File: src/rtl/dtc_share_sched.sv
// Round-robin scheduler that time-multiplexes one combinational decision-tree
// classifier core between N_REQ sample sources, one sample in flight at a time.
module dtc_share_sched #(
  parameter int unsigned N_REQ    = 4,
  parameter int unsigned FEAT_W   = 12,
  parameter int unsigned CLS_W    = 3,
  parameter int unsigned CORE_LAT = 1,
  parameter int unsigned CNT_W    = 16,
  localparam int unsigned ID_W    = (N_REQ > 1) ? $clog2(N_REQ) : 1
) (
  input  logic                      clk,
  input  logic                      rst_n,
  input  logic [N_REQ-1:0]          req_valid,
  input  logic [N_REQ*FEAT_W-1:0]   req_feat,
  output logic [N_REQ-1:0]          req_ready,
  output logic [FEAT_W-1:0]         core_feat,
  output logic                      core_start,
  input  logic [CLS_W-1:0]          core_class,
  output logic                      rsp_valid,
  output logic [ID_W-1:0]           rsp_id,
  output logic [CLS_W-1:0]          rsp_class,
  input  logic                      rsp_ready,
  output logic [CNT_W-1:0]          served_cnt,
  output logic                      busy
);

  localparam int unsigned LAT_W = 3;

  typedef enum logic [1:0] {
    ST_IDLE = 2'd0,
    ST_WAIT = 2'd1,
    ST_RESP = 2'd2
  } state_t;

  state_t             r_state;
  state_t             w_state_nxt;
  logic [ID_W-1:0]    r_rr_ptr;
  logic [ID_W-1:0]    r_tag;
  logic [LAT_W-1:0]   r_lat_cnt;
  logic [FEAT_W-1:0]  r_core_feat;
  logic               r_core_start;
  logic               r_rsp_valid;
  logic [ID_W-1:0]    r_rsp_id;
  logic [CLS_W-1:0]   r_rsp_class;
  logic [CNT_W-1:0]   r_served_cnt;
  logic               r_busy;

  logic [ID_W-1:0]    w_scan_idx;
  logic [ID_W-1:0]    w_win_idx;
  logic               w_win_vld;
  logic [ID_W-1:0]    w_ptr_nxt;
  logic [FEAT_W-1:0]  w_win_feat;
  logic [N_REQ-1:0]   w_grant;
  logic               w_accept;
  logic               w_capture;
  logic               w_rsp_hs;

  // First valid requester scanning upward from the round-robin pointer
  always_comb begin
    w_win_vld  = 1'b0;
    w_win_idx  = '0;
    w_scan_idx = '0;
    for (int unsigned k = 0; k < N_REQ; k++) begin
      w_scan_idx = ID_W'((32'(r_rr_ptr) + k) % N_REQ);
      if (!w_win_vld && req_valid[w_scan_idx]) begin
        w_win_vld = 1'b1;
        w_win_idx = w_scan_idx;
      end
    end
  end

  always_comb begin
    w_win_feat = '0;
    for (int unsigned k = 0; k < N_REQ; k++) begin
      if (ID_W'(k) == w_win_idx) begin
        w_win_feat = req_feat[k*FEAT_W +: FEAT_W];
      end
    end
  end

  assign w_ptr_nxt = (w_win_idx == ID_W'(N_REQ - 1)) ? '0 : w_win_idx + ID_W'(1);

  always_comb begin
    w_grant = '0;
    if (r_state == ST_IDLE && w_win_vld) begin
      w_grant[w_win_idx] = 1'b1;
    end
  end

  assign req_ready = w_grant;

  always_ff @(posedge clk or negedge rst_n) begin
    if (!rst_n) begin
      r_state <= ST_IDLE;
    end else begin
      r_state <= w_state_nxt;
    end
  end

  // Next state plus the accept / capture / handshake strobes
  always_comb begin
    w_state_nxt = r_state;
    w_accept    = 1'b0;
    w_capture   = 1'b0;
    w_rsp_hs    = 1'b0;
    unique case (r_state)
      ST_IDLE: begin
        if (w_win_vld) begin
          w_accept    = 1'b1;
          w_state_nxt = ST_WAIT;
        end
      end
      ST_WAIT: begin
        if (r_lat_cnt == '0) begin
          w_capture   = 1'b1;
          w_state_nxt = ST_RESP;
        end
      end
      ST_RESP: begin
        if (rsp_ready) begin
          w_rsp_hs    = 1'b1;
          w_state_nxt = ST_IDLE;
        end
      end
      default: w_state_nxt = ST_IDLE;
    endcase
  end

  always_ff @(posedge clk or negedge rst_n) begin
    if (!rst_n) begin
      r_rr_ptr     <= '0;
      r_tag        <= '0;
      r_lat_cnt    <= '0;
      r_core_feat  <= '0;
      r_core_start <= 1'b0;
      r_rsp_valid  <= 1'b0;
      r_rsp_id     <= '0;
      r_rsp_class  <= '0;
      r_served_cnt <= '0;
      r_busy       <= 1'b0;
    end else begin
      r_core_start <= w_accept;
      r_busy       <= (w_state_nxt != ST_IDLE);
      if (w_accept) begin
        r_core_feat <= w_win_feat;
        r_tag       <= w_win_idx;
        r_lat_cnt   <= LAT_W'(CORE_LAT);
        r_rr_ptr    <= w_ptr_nxt;
      end else if (r_state == ST_WAIT && r_lat_cnt != '0) begin
        r_lat_cnt <= r_lat_cnt - LAT_W'(1);
      end
      // Result is frozen once captured; the core may change underneath it
      if (w_capture) begin
        r_rsp_valid <= 1'b1;
        r_rsp_id    <= r_tag;
        r_rsp_class <= core_class;
      end else if (w_rsp_hs) begin
        r_rsp_valid  <= 1'b0;
        r_served_cnt <= r_served_cnt + CNT_W'(1);
      end
    end
  end

  assign core_feat  = r_core_feat;
  assign core_start = r_core_start;
  assign rsp_valid  = r_rsp_valid;
  assign rsp_id     = r_rsp_id;
  assign rsp_class  = r_rsp_class;
  assign served_cnt = r_served_cnt;
  assign busy       = r_busy;

endmodule

File: config.mk
export PLATFORM = sky130hd
export DESIGN_NAME = dtc_share_sched
export DESIGN_NICKNAME = d
export VERILOG_FILES = /design/src/rtl/dtc_share_sched.sv
export SDC_FILE = /design/constraint.sdc
export NUM_CORES = 1
export LEC_CHECK = 0
export CAP_MARGIN = 40
export CORE_MARGIN = 5
export CORE_UTILIZATION = 35
export DETAILED_ROUTE_END_ITERATION = 8
export GPL_ROUTABILITY_DRIVEN = 0
export PLACE_DENSITY = 0.67
export SLEW_MARGIN = 5
export SYNTH_ARGS = -nofsm -noshare
export SYNTH_HDL_FRONTEND = slang
export SYNTH_SLANG_ARGS = --single-unit
export TNS_END_PERCENT = 20
File: constraint.sdc
create_clock -name clk -period 2.85 [get_ports clk]
set_input_delay 0.285 -clock clk [delete_from_list [all_inputs] [get_ports clk]]
set_output_delay 0.285 -clock clk [all_outputs]
set_load 0.01 [all_outputs]
==> results.yml <==
status:
  status: "complete, no violations"
clock_tree:
  cts_post_setup_buffers_inserted: 0
  clkTransAtPathRegs_ns: 0.08
  cts.htree.levels: 2
  tritoncts_clock_tree: "yes"
  clkSinkCount: 45
  cts-buffers-inserted: 5
  clockRootBuffer: "clkbuf_8"
  ctsLongestPathBuffers: 2
  clk_latency_ns: 0.29
yosys:
  mappedNetlistNets: 320
  synth_seq_area_share_pct: 47.3
  synthSimpleGateAreaFrac_pct: 15.8
  post_synth_mux_area_share_pct: 3.73
  synth_top_family_by_area: "compound AO/OA/AOI/OAI gates"
  post_synth_inst_count: 255
  synth_area_in_adders_pct: 3.68
  synth.area.top_cells: "dfrtp_1 47%, a21oi_1 7.8%, a22oi_1 4.1%, xnor2_1 4.0%, ha_1 3.7%"
  yosys_register_bits: 45
  yosysUniqueCellTypes: 37
  total_standard_cell_area_after_synthesis_um2: 2380
  syn_area_per_cell_um2: 9.34
  synth-compound-area-share_pct: 17.2
  count_of_synthesis_stage_warnings_from_yosys: 0
  yosys.area_share.xor_xnor_pct: 6.25
  synth_top_area_share_pct: 47.3
  synthDominantAreaCellType: "dfrtp_1"
worst_setup_path:
  critical_path.most_common_cell: "clkdlybuf4s50_1"
  critical_path.endpoint_type: "output pin"
  worstPathMaxFanout: 6
  worstPathCellList: "clkdlybuf4s50_1 -> nand3b_1 -> o21ai_0 -> a221oi_2 -> inv_1 -> ha_1 -> and3_1 -> clkdlybuf4s50_1"
  critPathArrivalTime_ns: 2.41
  reg2regPathDepth: 10
  rr_startpoint: "r_rr_ptr[1]"
  critPathMaxStageDelay_ns: 0.55
  setup.worst_path.start_class: "input port"
  cp_slowest_cell: "clkdlybuf4s50_1"
  worst_ep_required_time_ns: 2.57
  critical_path_class: "in2out"
  worst_reg2reg_setup_slack_ns: 0.61
  startpoint: "req_valid[3]"
route:
  initialDrtViolationCount: 72
  wire_per_inst_um: 13.4
  antenna_violating_nets_post_route: 0
  route.detailed.vias_per_inst: 4.85
  drc_errors: 0
  postRouteWirelength_um: 5820
  dr.pass1.iters: 4
  route.vias.total: 2104
floorplan:
  start_util_pct: 35.4
  die-width_um: 92.5
  die_y_um: 92.5
  std_cell_rows: 30
  design.die.area_um2: 8550
  ioPinCount: 98
  core_um2: 6720
global_routing:
  grtUsageMet1_pct: 17.2
  grt.total_usage_pct: 13.9
  vias_in_the_first_global_route: 2024
  grt_first_pass_wirelength_um: 9670
  grt_antenna_before_repair: 0
  grt_max_degree: 31
  grt_busiest_layer: "met2"
  grt-ovfl-total: 0
  grt_use_met2_pct: 22.8
  globalRouteMet3Util_pct: 4.96
timing:
  postLayoutSetupSlackWorst_ns: 0.154
  timing.slew.headroom_pct: 66.5
  final_min_period_over_clock_period_pct: 94.6
  setup_repair_after_global_routing_missed_its_margin: "no"
  setup_violations: 0
  maxSlewViolCount: 0
  post-route-min-period_ns: 2.70
  hold_viol_final: 0
  timing.fmax_mhz: 371
  worst_pin_slew_ns: 0.502
  fin_skew_ns: 0.00330
layout:
  flow.area_growth_from_synthesis_pct: 48.9
  drive_gt1_share_pct: 8.19
  diodes: 0
  nNetsFinal: 418
pwr:
  max-vdd-ir-drop_uv: 317
  p_leak_nw: 1.53
  power_density_nw_per_um2: 837
  report.power.total_mw: 2.97
place:
  preCtsSetupSlack_ns: -0.00517
  hpwl_dp_um: 4510
  buffer_ports.inserted: 97
min_path:
  startpoint_of_the_most_critical_hold_path: "served_cnt[15]"
  timing.hold.worst.class: "reg2reg"
  hold_path_depth: 1
flow_run:
  max_cap_viol_count: 0
[routing by layer]
metal / part of all wire (%) / up-vias
li1: - / 1068
met1: 43 / 955
met2: 48 / 75
met3: 8.2 / 6
met4: 0.98 / 0
met5: 0 / -
[flip-flops by register name, indices dropped and copies added (netlist names)]
register,cells
busy,1
rsp_id,2
core_start,1
r_lat_cnt,3
rsp_valid,1
r_tag,2
r_rr_ptr,2
rsp_class,3
served_cnt,16
core_feat,12
r_state,2
[critical path: cells and delay by family]
family | cells | cell delay, ns
buffers and inverters | 3 | 1.14
and+or+nand+nor | 2 | 0.27
adders and majority gates | 1 | 0.21
AOI/OAI and AO/OA | 2 | 0.50
[power by group]
part           leakage, nW  switching [mW]  internal [mW]
registers            0.552           0.169          0.874
clock network       0.0445           0.220          0.174
logic                0.938           0.746          0.786
[stage by stage]
stage	hold slack, ns	util [%]	instance area (um^2)	std cells	TNS (ns)
finish	0.474	52.8	3550	434	0
global route	0.504	52.8	3550	434	0
CTS	0.481	52.8	3550	434	0
detailed placement	0.290	51.2	3440	425	-0.00780
global placement	0.461	50.9	3420	424	0
floorplan	-0.0106	-	2380	255	0
[final timing paths]
check                                       to
max in group asynchronous           core_start
worst min-delay path            served_cnt[15]
worst max register to register    core_feat[7]
min in group asynchronous         rsp_class[0]
worst min register to register  served_cnt[15]
worst max-delay path              req_ready[0]
[synth_stat cells (all sizes together)]
master	instances
dfrtp	45
a21oi	37
nand2	23
nor2	22
inv	21
o21ai	14
a22oi	13
xnor2	11
clkbuf	10
ha	7
mux2	7
and3	6
xor2	6
nand2b	4
buf	3
nand3	3
nand4	3
nand4b	3
nor4	3
o22ai	3
a211oi	2
or2	2
a221oi	1
a22o	1
and4	1
mux2i	1
nand3b	1
nor2b	1
or4	1
[kinds of logic (layout without fill, tap and decap cells)]
family | count (synthesis) | count (layout)
flops | 45 | 45
compound gates | 71 | 71
mux | 8 | 8
fa+ha+maj | 7 | 7
xor+xnor | 17 | 17
buf+inv | 34 | 133
simple gates | 73 | 73
[layout by cell type (no fill, tap or decap), types with 2 or more instances in the layout]
| master | Yosys | layout |
|---|---|---|
| nand4b_1 | 3 | 3 |
| buf_4 | 0 | 5 |
| nand4_1 | 3 | 3 |
| clkdlybuf4s50_1 | 0 | 96 |
| xor2_1 | 6 | 6 |
| nand2b_1 | 4 | 4 |
| o21ai_0 | 12 | 12 |
| a22oi_1 | 13 | 13 |
| clkbuf_8 | 0 | 5 |
| xnor2_1 | 11 | 11 |
| nand3_1 | 3 | 3 |
| o21ai_1 | 2 | 2 |
| ha_1 | 7 | 7 |
| nor4_2 | 2 | 2 |
| mux2_2 | 6 | 6 |
| nand2_1 | 22 | 22 |
| o22ai_1 | 3 | 3 |
| nor2_1 | 22 | 22 |
| and3_1 | 6 | 6 |
| dfrtp_1 | 45 | 45 |
| a21oi_1 | 37 | 37 |
| inv_1 | 20 | 20 |
[area by class of cell]
class                   instances  area (um^2)
fillers                       659         3170
inverters                      21         78.8
clock inverters                 3         21.3
well taps                      80          100
repair buffers                104         1030
clock buffers                   5         68.8
multi-input cells             176         1120
flip-flops and latches         45         1130
[repair_timing]
item | CTS | global route
endpoints found under the hold margin | 20 | 0
endpoints found under the setup margin | 2 | 0
hold buffers | 1 | 0
gates resized for setup | 1 | 0
(Power assumes the default switching activity.)
